===== src/rtl/segment_scan_reader_if.sv =====
// Seven-segment scan bus: driver-side segment/strobe lines
// plus the reader's reconstructed per-digit results.
interface segment_scan_reader_if #(
  parameter int NDIG = 4
);
  logic [7:0]        seg;
  logic [NDIG-1:0]   an;
  logic [4*NDIG-1:0] digits;
  logic [NDIG-1:0]   dp_out;
  logic [NDIG-1:0]   bad;
  logic              frame_valid;

  modport master (
    output seg, an,
    input  digits, dp_out, bad, frame_valid
  );

  modport slave (
    input  seg, an,
    output digits, dp_out, bad, frame_valid
  );
endinterface


===== src/rtl/segment_scan_reader.sv =====
// Recovers BCD digits from a multiplexed seven-segment bus.
// SEGREAD_ALT_GLYPH_EN: also accept alternate 6, 7 and 9 glyphs.
module segment_scan_reader #(
  parameter int NDIG   = 4,
  parameter int STABLE = 3
) (
  input  logic clk,
  input  logic rst,
  segment_scan_reader_if.slave bus
);

  typedef enum logic [1:0] {
    WAIT,
    SETTLE,
    HELD
  } state_t;

  localparam logic [3:0] STAB = 4'(STABLE);

  state_t            state, state_nxt;
  logic [NDIG-1:0]   s_an, p_an;
  logic [7:0]        s_seg, p_seg;
  logic [3:0]        cnt, cnt_nxt;
  logic [NDIG-1:0]   strobe;
  logic              legal, same, clear;
  logic              capture, frame_hit;
  logic [NDIG-1:0]   seen, seen_nxt;
  logic [3:0]        glyph;
  logic              glyph_bad;
  logic [4*NDIG-1:0] digits;
  logic [NDIG-1:0]   dp, bad;
  logic              frame;

  function automatic logic [4:0] decode(
    input logic [6:0] g
  );
    logic [4:0] r;
    r = 5'd0;
    case (g)
      7'b1000000: r[3:0] = 4'd0;
      7'b1111001: r[3:0] = 4'd1;
      7'b0100100: r[3:0] = 4'd2;
      7'b0110000: r[3:0] = 4'd3;
      7'b0011001: r[3:0] = 4'd4;
      7'b0010010: r[3:0] = 4'd5;
      7'b0000010: r[3:0] = 4'd6;
      7'b1111000: r[3:0] = 4'd7;
      7'b0000000: r[3:0] = 4'd8;
      7'b0010000: r[3:0] = 4'd9;
`ifdef SEGREAD_ALT_GLYPH_EN
      7'b0000011: r[3:0] = 4'd6;
      7'b1011000: r[3:0] = 4'd7;
      7'b0011000: r[3:0] = 4'd9;
`endif
      default:    r = {1'b1, 4'hF};
    endcase
    return r;
  endfunction

  assign strobe = ~s_an;
  assign legal  = (strobe != '0) &&
                  ((strobe & (strobe - NDIG'(1))) == '0);
  assign same   = (s_an == p_an) && (s_seg == p_seg);
  assign clear  = !(legal && same);

  assign {glyph_bad, glyph} = decode(s_seg[6:0]);

  always_comb begin
    cnt_nxt = 4'd0;
    if (!clear)
      cnt_nxt = (cnt == STAB) ? cnt : cnt + 4'd1;
  end

  always_comb begin
    state_nxt = state;
    capture   = 1'b0;
    unique case (state)
      WAIT: begin
        if (legal) state_nxt = SETTLE;
      end
      SETTLE: begin
        if (clear) begin
          state_nxt = legal ? SETTLE : WAIT;
        end else if (cnt_nxt == STAB) begin
          state_nxt = HELD;
          capture   = 1'b1;
        end
      end
      HELD: begin
        if (clear) state_nxt = legal ? SETTLE : WAIT;
      end
      default: state_nxt = WAIT;
    endcase
  end

  // A completing capture restarts the frame with an empty mask.
  assign seen_nxt  = seen | (capture ? strobe : '0);
  assign frame_hit = capture && (&seen_nxt);

  always_ff @(posedge clk) begin
    if (rst) begin
      s_an   <= '1;
      p_an   <= '1;
      s_seg  <= '1;
      p_seg  <= '1;
      cnt    <= 4'd0;
      state  <= WAIT;
      seen   <= '0;
      digits <= '0;
      dp     <= '0;
      bad    <= '0;
      frame  <= 1'b0;
    end else begin
      s_an   <= bus.an;
      s_seg  <= bus.seg;
      p_an   <= s_an;
      p_seg  <= s_seg;
      cnt    <= cnt_nxt;
      state  <= state_nxt;
      frame  <= frame_hit;
      seen   <= frame_hit ? '0 : seen_nxt;
      if (capture) begin
        for (int i = 0; i < NDIG; i++) begin
          if (strobe[i]) begin
            digits[4*i +: 4] <= glyph;
            dp[i]            <= ~s_seg[7];
            bad[i]           <= glyph_bad;
          end
        end
      end
    end
  end

  assign bus.digits      = digits;
  assign bus.dp_out      = dp;
  assign bus.bad         = bad;
  assign bus.frame_valid = frame;

endmodule

===== src/flat_wrapper.sv =====
// flat-port wrapper written by rule: the top's interface ports become plain ports
module segment_scan_reader_flat 
#(
  parameter int NDIG   = 4,
  parameter int STABLE = 3
)
  (clk, rst, bus_seg, bus_an, bus_digits, bus_dp_out, bus_bad, bus_frame_valid);
  segment_scan_reader_if #(.NDIG(NDIG)) bus_i ();
  input  logic clk;
  input  logic rst;
  input wire logic [$bits(bus_i.seg)-1:0] bus_seg;
  input wire logic [$bits(bus_i.an)-1:0] bus_an;
  output wire logic [$bits(bus_i.digits)-1:0] bus_digits;
  output wire logic [$bits(bus_i.dp_out)-1:0] bus_dp_out;
  output wire logic [$bits(bus_i.bad)-1:0] bus_bad;
  output wire logic [$bits(bus_i.frame_valid)-1:0] bus_frame_valid;
  assign bus_i.seg = bus_seg;
  assign bus_i.an = bus_an;
  assign bus_digits = bus_i.digits;
  assign bus_dp_out = bus_i.dp_out;
  assign bus_bad = bus_i.bad;
  assign bus_frame_valid = bus_i.frame_valid;
  segment_scan_reader #(.NDIG(NDIG), .STABLE(STABLE)) u_core (.clk(clk), .rst(rst), .bus(bus_i));
endmodule

===== config.mk =====
export PLATFORM = sky130hd
export DESIGN_NAME = segment_scan_reader_flat
export DESIGN_NICKNAME = d
export VERILOG_FILES = /design/src/rtl/segment_scan_reader_if.sv /design/src/rtl/segment_scan_reader.sv /design/src/flat_wrapper.sv
export SDC_FILE = /design/constraint.sdc
export NUM_CORES = 1
export LEC_CHECK = 0
export ABC_AREA = 1
export CAP_MARGIN = 20
export CORE_MARGIN = 5
export CORE_UTILIZATION = 40
export DETAILED_ROUTE_END_ITERATION = 6
export PLACE_DENSITY = 0.63
export SETUP_SLACK_MARGIN = 0.02
export SLEW_MARGIN = 10
export SYNTH_ARGS = -nofsm -noshare
export SYNTH_HDL_FRONTEND = slang
export SYNTH_SLANG_ARGS = --single-unit

===== constraint.sdc =====
create_clock -name clk -period 4 [get_ports clk]
set_input_delay 0.6 -clock clk [delete_from_list [all_inputs] [get_ports clk]]
set_output_delay 0.6 -clock clk [all_outputs]
set_load 0.005 [all_outputs]

==> summary.md, run 1 <==
| Metric | Value |
|---|---|
| Status | `finished, final reports clean` |
| DR WL/cell | `approximately 12 um` |
| Skew-Pair Late Insertion Delay | `330 ps` |
| Worst Tran Pin Value | `547.6 ps` |
| Critical Path AT | `about 2300 ps` |
| Leakage | `0.001567 uW` |
| DR vias/cell | `between 4 and 5` |
| Fill cells | `621` |
| First-pass GRT wire length | `10220 um` |
| Placed instance area | `0.003043 sq mm` |
| RSZ-0062 raised after global routing | `no` |
| Io pins | `39` |
| Largest register FFs | `16` |
| Max_cap viols | `0` |
| Root Buffer | `clkbuf_8` |
| CTS tree | `yes` |
| Antenna Nets Post-Route | `0` |
| Grt total ovfl | `0` |
| CTS H-tree lvls | `3` |
| Setup Skew | `9.458 ps` |
| Syn nets | `363` |
| Pin count of the biggest net entering global routing | `37` |
| Met3 GRT Util | `5.455%` |
| R2r setup slk | `1990 ps` |
| Mapped Cells | `roughly 350` |
| Tot Pwr | `~1400 uW` |
| Crit path required time | `between 4000 and 5000 ps` |
| Global Route Usage Sum | `between 15 and 20%` |
| Fin area | `0.003284 sq mm` |
| Kind of critical path | `in2reg` |
| Fin. max-slew vios | `0` |
| Clock share of power | `48.1%` |
| DRC Markers | `0` |
| Die Ht | `roughly 91 um` |
| Max Buffers Root-to-Sink | `2` |
| Die footprint | `0.008283 sq mm` |
| Syn_area_per_cell | `7.543 sq um` |
| Hold path start | `u_core.bus.dp_out[2]` |
| Reg2reg start | `u_core.cnt[0]` |
| #FFs+latches synth | `59` |
| Biggest registers after layout | `u_core.bus.digits: 16 flops, u_core.p_seg: 8 flops, u_core.s_seg: 8 flops` |
| Iter 0 DRT Violations | `between 100 and 150` |
| Core Area | `0.006350 sq mm` |
| Pre-CTS setup slack | `1550 ps` |
| CTS Buf Count | `9` |
| Initial antenna violation count | `0` |
| Nets@finish | `404` |
| Cts hold-fix bufs | `0` |
| Placer Congestion | `roughly 0.85` |
| Initial Util | `41.34%` |
| PwrDens | `414.3 mW/mm^2` |
| Reg2Reg Depth | `11` |
| Clk sinks | `59` |
| Netlist cell types | `31` |
| Critical R2R Capture | `u_core.seen[3]` |
| Input/output buffers | `38` |
| Worst vdd ir | `~220 uV` |
| Logic pwr share | `6.8%` |
| Sequential cell fraction of total power | `45.1%` |
| Post-Syn Area | `0.002625 sq mm` |
| Internal Power | `1067 uW` |
| Worst Slack Setup Final | `1907 ps` |
| Crit share post-route | `between 50% and 60%` |
| Total Wirelength | `5869 um` |
| Row cnt | `29` |
| Diode count | `0` |
| Final HPWL DP | `approximately 4200 um` |
| Resized cells post-CTS | `0` |
| Slew headroom | `63.27%` |
| Crit end category | `flip-flop` |
| Hold EP | `u_core.bus.dp_out[2]` |
| GR met1 Demand/Resource | `about a fifth` |
| Hold Vio Cnt, Final | `0` |
| Postcts setup bufs | `0` |
| Worst Hold Depth | `1` |
| Vias in the first global route | `about 2200` |
| Yosys warning count | `0` |
| Die W | `approximately 90 um` |
| Via count | `2232` |
| Count of final setup violators | `0` |
| First-pass detailed-route iteration total | `4` |
| Minimum clock period | `2093 ps` |
| Largest register by flop count | `u_core.bus.digits` |
| Clk slew on worst S/H paths | `70 ps` |
| Max Fclk | `477.8 MHz` |
| Global routing usage on met2 | `23.62%` |
| Setup tns final | `0 ps` |
| Fraction of layout cells with a size suffix above 1 | `14.72%` |
| Sw Share | `21.57%` |
| Seq/Total Area, Yosys | `45.00%` |
| GRT Max-Usage Layer | `met2` |
| Sw Pwr | `293.5 uW` |
| CP max FO | `36` |
| Hold Path Class | `reg2reg` |
| Startpoint Class | `input pin` |
| Synth-to-layout area growth | `25.12%` |
==> power groups by stage <==
stage / combinational, uW / sequential (uW) / clock (uW)
after CTS: 93.0 / 613 / 668
after global placement: 90.0 / 626 / 0
after floorplan: 65.9 / 623 / 0
after global routing: 106 / 616 / 693
final: 92.9 / 613 / 655
after detailed placement: 91.5 / 627 / 0
==> worst max-delay path, cell delays in order <==
cell and delay, ps:
clkdlybuf4s50_1 450, buf_4 310, clkinv_1 540, nand2_1 310, nor2_1 70
==> cell families after synthesis <==
logic type	Yosys count	share of synthesized area [%]
buffers and inverters	57	9.390
AND/OR/NAND/NOR	164	28.98
AO/OA/AOI/OAI	62	14.49
adder cells (fa/ha/maj)	1	0.4766
XOR/XNOR	5	1.668
flip-flops	59	45.00
==> how the worst max path moves through the flow <==
stage,cells past startpoint,endpoint,startpoint
final,5,u_core.cnt[2],rst
after CTS,5,u_core.cnt[2],rst
after detailed placement,5,u_core.cnt[2],rst
after global placement,5,u_core.cnt[2],rst
after global routing,5,u_core.cnt[2],rst
after floorplan,12,u_core.bus.digits[11],u_core.cnt[0]
==> through the flow <==
step	hold WS, ps	utilization [%]	std cells
after floorplan	463.5	-	348
after global placement	448.0	47.92	455
after detailed placement	452.8	47.92	455
after CTS	469.1	51.72	471
after global routing	484.8	51.72	471
final	464.0	51.72	471
==> per-layer routing <==
layer | vias to the layer above | routed length, um
li1 | 1194 | -
met1 | 981 | 2857
met2 | 47 | 2552
met3 | 10 | 345
met4 | 0 | 114
met5 | - | 0
==> synthesized netlist by cell type, drive strengths merged <==
| master | n | area share (%) |
|---|---|---|
| nor2 | 31 | 5.5 |
| dfxtp | 59 | 45 |
| o2111ai | 1 | 0.33 |
| nand3b | 1 | 0.29 |
| inv | 46 | 6.6 |
| o22ai | 2 | 0.48 |
| nor4 | 1 | 0.24 |
| nand2 | 94 | 14 |
| xnor2 | 4 | 1.3 |
| xor2 | 1 | 0.33 |
| o21ai | 6 | 1.1 |
| clkbuf | 3 | 0.43 |
| nand4 | 8 | 2.9 |
| buf | 6 | 2.1 |
| nor3 | 1 | 0.38 |
| o21a | 21 | 6.0 |
| clkinv | 2 | 0.29 |
| nand3 | 15 | 3.1 |
| a21oi | 32 | 6.5 |
| or2 | 13 | 3.1 |
| ha | 1 | 0.48 |
==> cell usage in the layout (no fill, tap or decap) <==
master           count
buf_4                1
clkinv_2             2
nand3_1             14
clkbuf_8            10
a21oi_2              3
nor2_1              27
clkdlybuf4s50_1     38
or2_2               13
nor4_1               1
nand4_1              4
nand4_2              4
clkinv_1             2
dfxtp_1             59
clkbuf_1             1
xor2_1               1
ha_1                 1
o21ai_0              2
bufinv_16            3
nand3_2              1
a21oi_1             29
o22ai_1              2
inv_1               31
nand2_2              1
o21ai_1              4
nor2_4               1
xnor2_1              4
nor2_8               1
inv_2               15
nand3b_1             1
nor3_2               1
o21a_1              21
nor2_2               2
nand2_1             93
o2111ai_1            1
==> layout make-up <==
type	instances	area, sq um	share of cell area, %
clock inverters	5	100.1	3.048
multi-input cells	232	1197	36.46
flip-flops and latches	59	1181	35.96
clock buffers	11	141.4	4.305
inverters	48	180.2	5.486
well taps	77	96.34	2.933
repair buffers	39	387.9	11.81
No activity file was read; power rests on OpenSTA's default activity.
==> run 2: changes to the inputs <==
clock period = 2 ns   (was 4 ns; I/O delays follow)
==> summary.md, run 2 (synthesized netlist as in run 1, its figures left out) <==
| Metric | Value |
|---|---|
| Status | `finished, final reports clean` |
| Final HPWL DP | `4213 um (+0.10%)` |
| CTS H-tree lvls | `3 (unchanged)` |
| Initial Util | `41.34% (unchanged)` |
| Via count | `2324 (+4.1%)` |
| Die W | `91.01 um (unchanged)` |
| Pre-CTS setup slack | `68.76 ps (-1481 ps)` |
| Cts hold-fix bufs | `0 (unchanged)` |
| Antenna Nets Post-Route | `0 (unchanged)` |
| Fraction of layout cells with a size suffix above 1 | `23.77% (+9.1 points)` |
| Crit end category | `flip-flop` |
| Max_cap viols | `0 (unchanged)` |
| Clk sinks | `59 (unchanged)` |
| Fin. max-slew vios | `0 (unchanged)` |
| Total Wirelength | `6113 um (+4.2%)` |
| Crit path required time | `2240 ps (-1970 ps)` |
| Largest register FFs | `16 (unchanged)` |
| Most common cell after layout, fill and taps aside | `nand2_1` |
| Largest register by flop count | `u_core.bus.digits` |
| Diode count | `0 (unchanged)` |
| Core Area | `0.006350 sq mm (unchanged)` |
| DR vias/cell | `4.792 (+1.1%)` |
| Hold Vio Cnt, Final | `0 (unchanged)` |
| First-pass detailed-route iteration total | `4 (unchanged)` |
| CP max FO | `6 (-83%)` |
| Input/output buffers | `38 (unchanged)` |
| Grt total ovfl | `0 (unchanged)` |
| Pin count of the biggest net entering global routing | `36 (-2.7%)` |
| Slew headroom | `49.17% (-14 points)` |
| Initial antenna violation count | `0 (unchanged)` |
| Max Buffers Root-to-Sink | `2 (unchanged)` |
| Startpoint Class | `flip-flop` |
| Worst vdd ir | `479.7 uV (+120%)` |
| Max Fclk | `530.2 MHz` |
| Fill cells | `588 (-5.3%)` |
| DRC Markers | `0 (unchanged)` |
| DR WL/cell | `12.60 um (+1.2%)` |
| Row cnt | `29 (unchanged)` |
| Skew-Pair Late Insertion Delay | `340 ps (about the same)` |
| Setup Skew | `5.989 ps (-3.469 ps)` |
| Iter 0 DRT Violations | `92 (-13%)` |
| Root Buffer | `clkbuf_8` |
| Reg area | `0.001194 sq mm (+1.1%)` |
| Hold Path Class | `reg2reg` |
| Crit share post-route | `94.30%` |
| Vias in the first global route | `2158 (-2.8%)` |
| Nets@finish | `420 (+4.0%)` |
| PwrDens | `673.4 mW/mm^2 (+63%)` |
| Global Route Usage Sum | `14.69% (-0.54 points)` |
| Synth-to-layout area growth | `31.84%` |
| Worst Slack Setup Final | `113.9 ps (-1793 ps)` |
| Setup tns final | `0 ps (unchanged)` |
| Post-Route Utilization | `54.50% (+2.8 points)` |
| CTS Buf Count | `9 (unchanged)` |
| First-pass GRT wire length | `9818 um (-3.9%)` |
| Worst Tran Pin Value | `759.7 ps (+212.1 ps)` |
| CTS tree | `yes` |
| Minimum clock period | `1886 ps` |
| Biggest registers after layout | `u_core.bus.digits: 16 flops, u_core.p_seg: 8 flops, u_core.s_seg: 8 flops` |
| Critical Path AT | `2120 ps (-190 ps)` |
| Placer Congestion | `0.8281 (-2.2%)` |
| RSZ-0062 raised after global routing | `yes` |
| Kind of critical path | `reg2reg` |
| Multi-input gate area | `0.001324 sq mm (+11%)` |
| Leakage | `0.001592 uW (+1.6%)` |
| Die footprint | `0.008283 sq mm (unchanged)` |
| Io pins | `39 (unchanged)` |
| Count of final setup violators | `0 (unchanged)` |
| Clk slew on worst S/H paths | `60 ps (about the same)` |
| Most frequent cells in the layout | `82 x nand2_1, 53 x dfxtp_1, 38 x clkdlybuf4s50_1` |
| Die Ht | `91.01 um (unchanged)` |
[run 2: changes by cell type in the layout (fill, tap and decap cells not counted), moves of 4 or more]
| cell | change |
|---|---|
| dfxtp_2 | +4 |
| buf_4 | +14 |
| dfxtp_1 | -6 |
| nand2_2 | +10 |
| inv_2 | -4 |
| nand2_1 | -11 |
[run 2: critical path: stages, from the launching register on]
cell and delay [ps]:
dfxtp_4 370, ha_4 150, nand2_4 60, nor2_4 140, nand2_2 80, nand2_2 70
nand2_2 60, nor2_4 270, nand4_4 160, nand2_2 140, nand4_1 110, nand2_1 130
nor2_1 50
[run 2: power by group]
part / internal [uW] / switching, uW
registers: 1200 / 25.6
logic: 87.0 / 125
clock network: 429 / 465
total: 1720 / 615
[run 2: final timing paths]
check | slack (ps) | cells past startpoint | end | from
max | 110 | 12 | u_core.seen[3] | u_core.cnt[1]
min | 460 | 1 | u_core.bus.dp_out[2] | u_core.bus.dp_out[2]
max reg2reg | 110 | 12 | u_core.seen[3] | u_core.cnt[1]
min reg2reg | 460 | 1 | u_core.bus.dp_out[2] | u_core.bus.dp_out[2]
[run 2: layout make-up]
cell class / instances / area share, %
clock buffer: 9 / 3.579
multi-input combinational: 233 / 38.25
inverter: 48 / 5.568
clock inverter: 5 / 0.9400
sequential: 59 / 34.49
timing repair buffer: 53 / 14.24
timing repair inverter: 1 / 0.1446
tap: 77 / 2.784
[run 2: stage by stage]
stage	hold WS (ps)	total power [uW]	area [sq um]	std cells
floorplan	403.8	1378	2625	348
global placement	450.3	1438	3088	461
detailed placement	453.9	1441	3088	461
CTS	467.2	2325	3244	475
global route	496.1	2427	3461	485
finish	464.8	2330	3461	485
[run 2: what timing repair did]
action	4_1_cts	5_1_grt
endpoints found under the setup margin	0	30
resized for setup	0	40
buffers inserted	0	8
[run 2: layer usage]
layer | wire [um] | vias to the layer above | global-route usage, %
li1 | - | 1224 | -
met1 | 2832 | 1036 | 18.89
met2 | 2698 | 52 | 21.27
met3 | 469 | 12 | 6.281
met4 | 112 | 0 | 6.724
met5 | 0 | - | 0
==> run 3: changes to the inputs <==
ABC_CLOCK_PERIOD_IN_PS = 2000   (was not set)
==> results of run 3 <==
No change in the layout: final DEF, timing and power equal those of run 2.
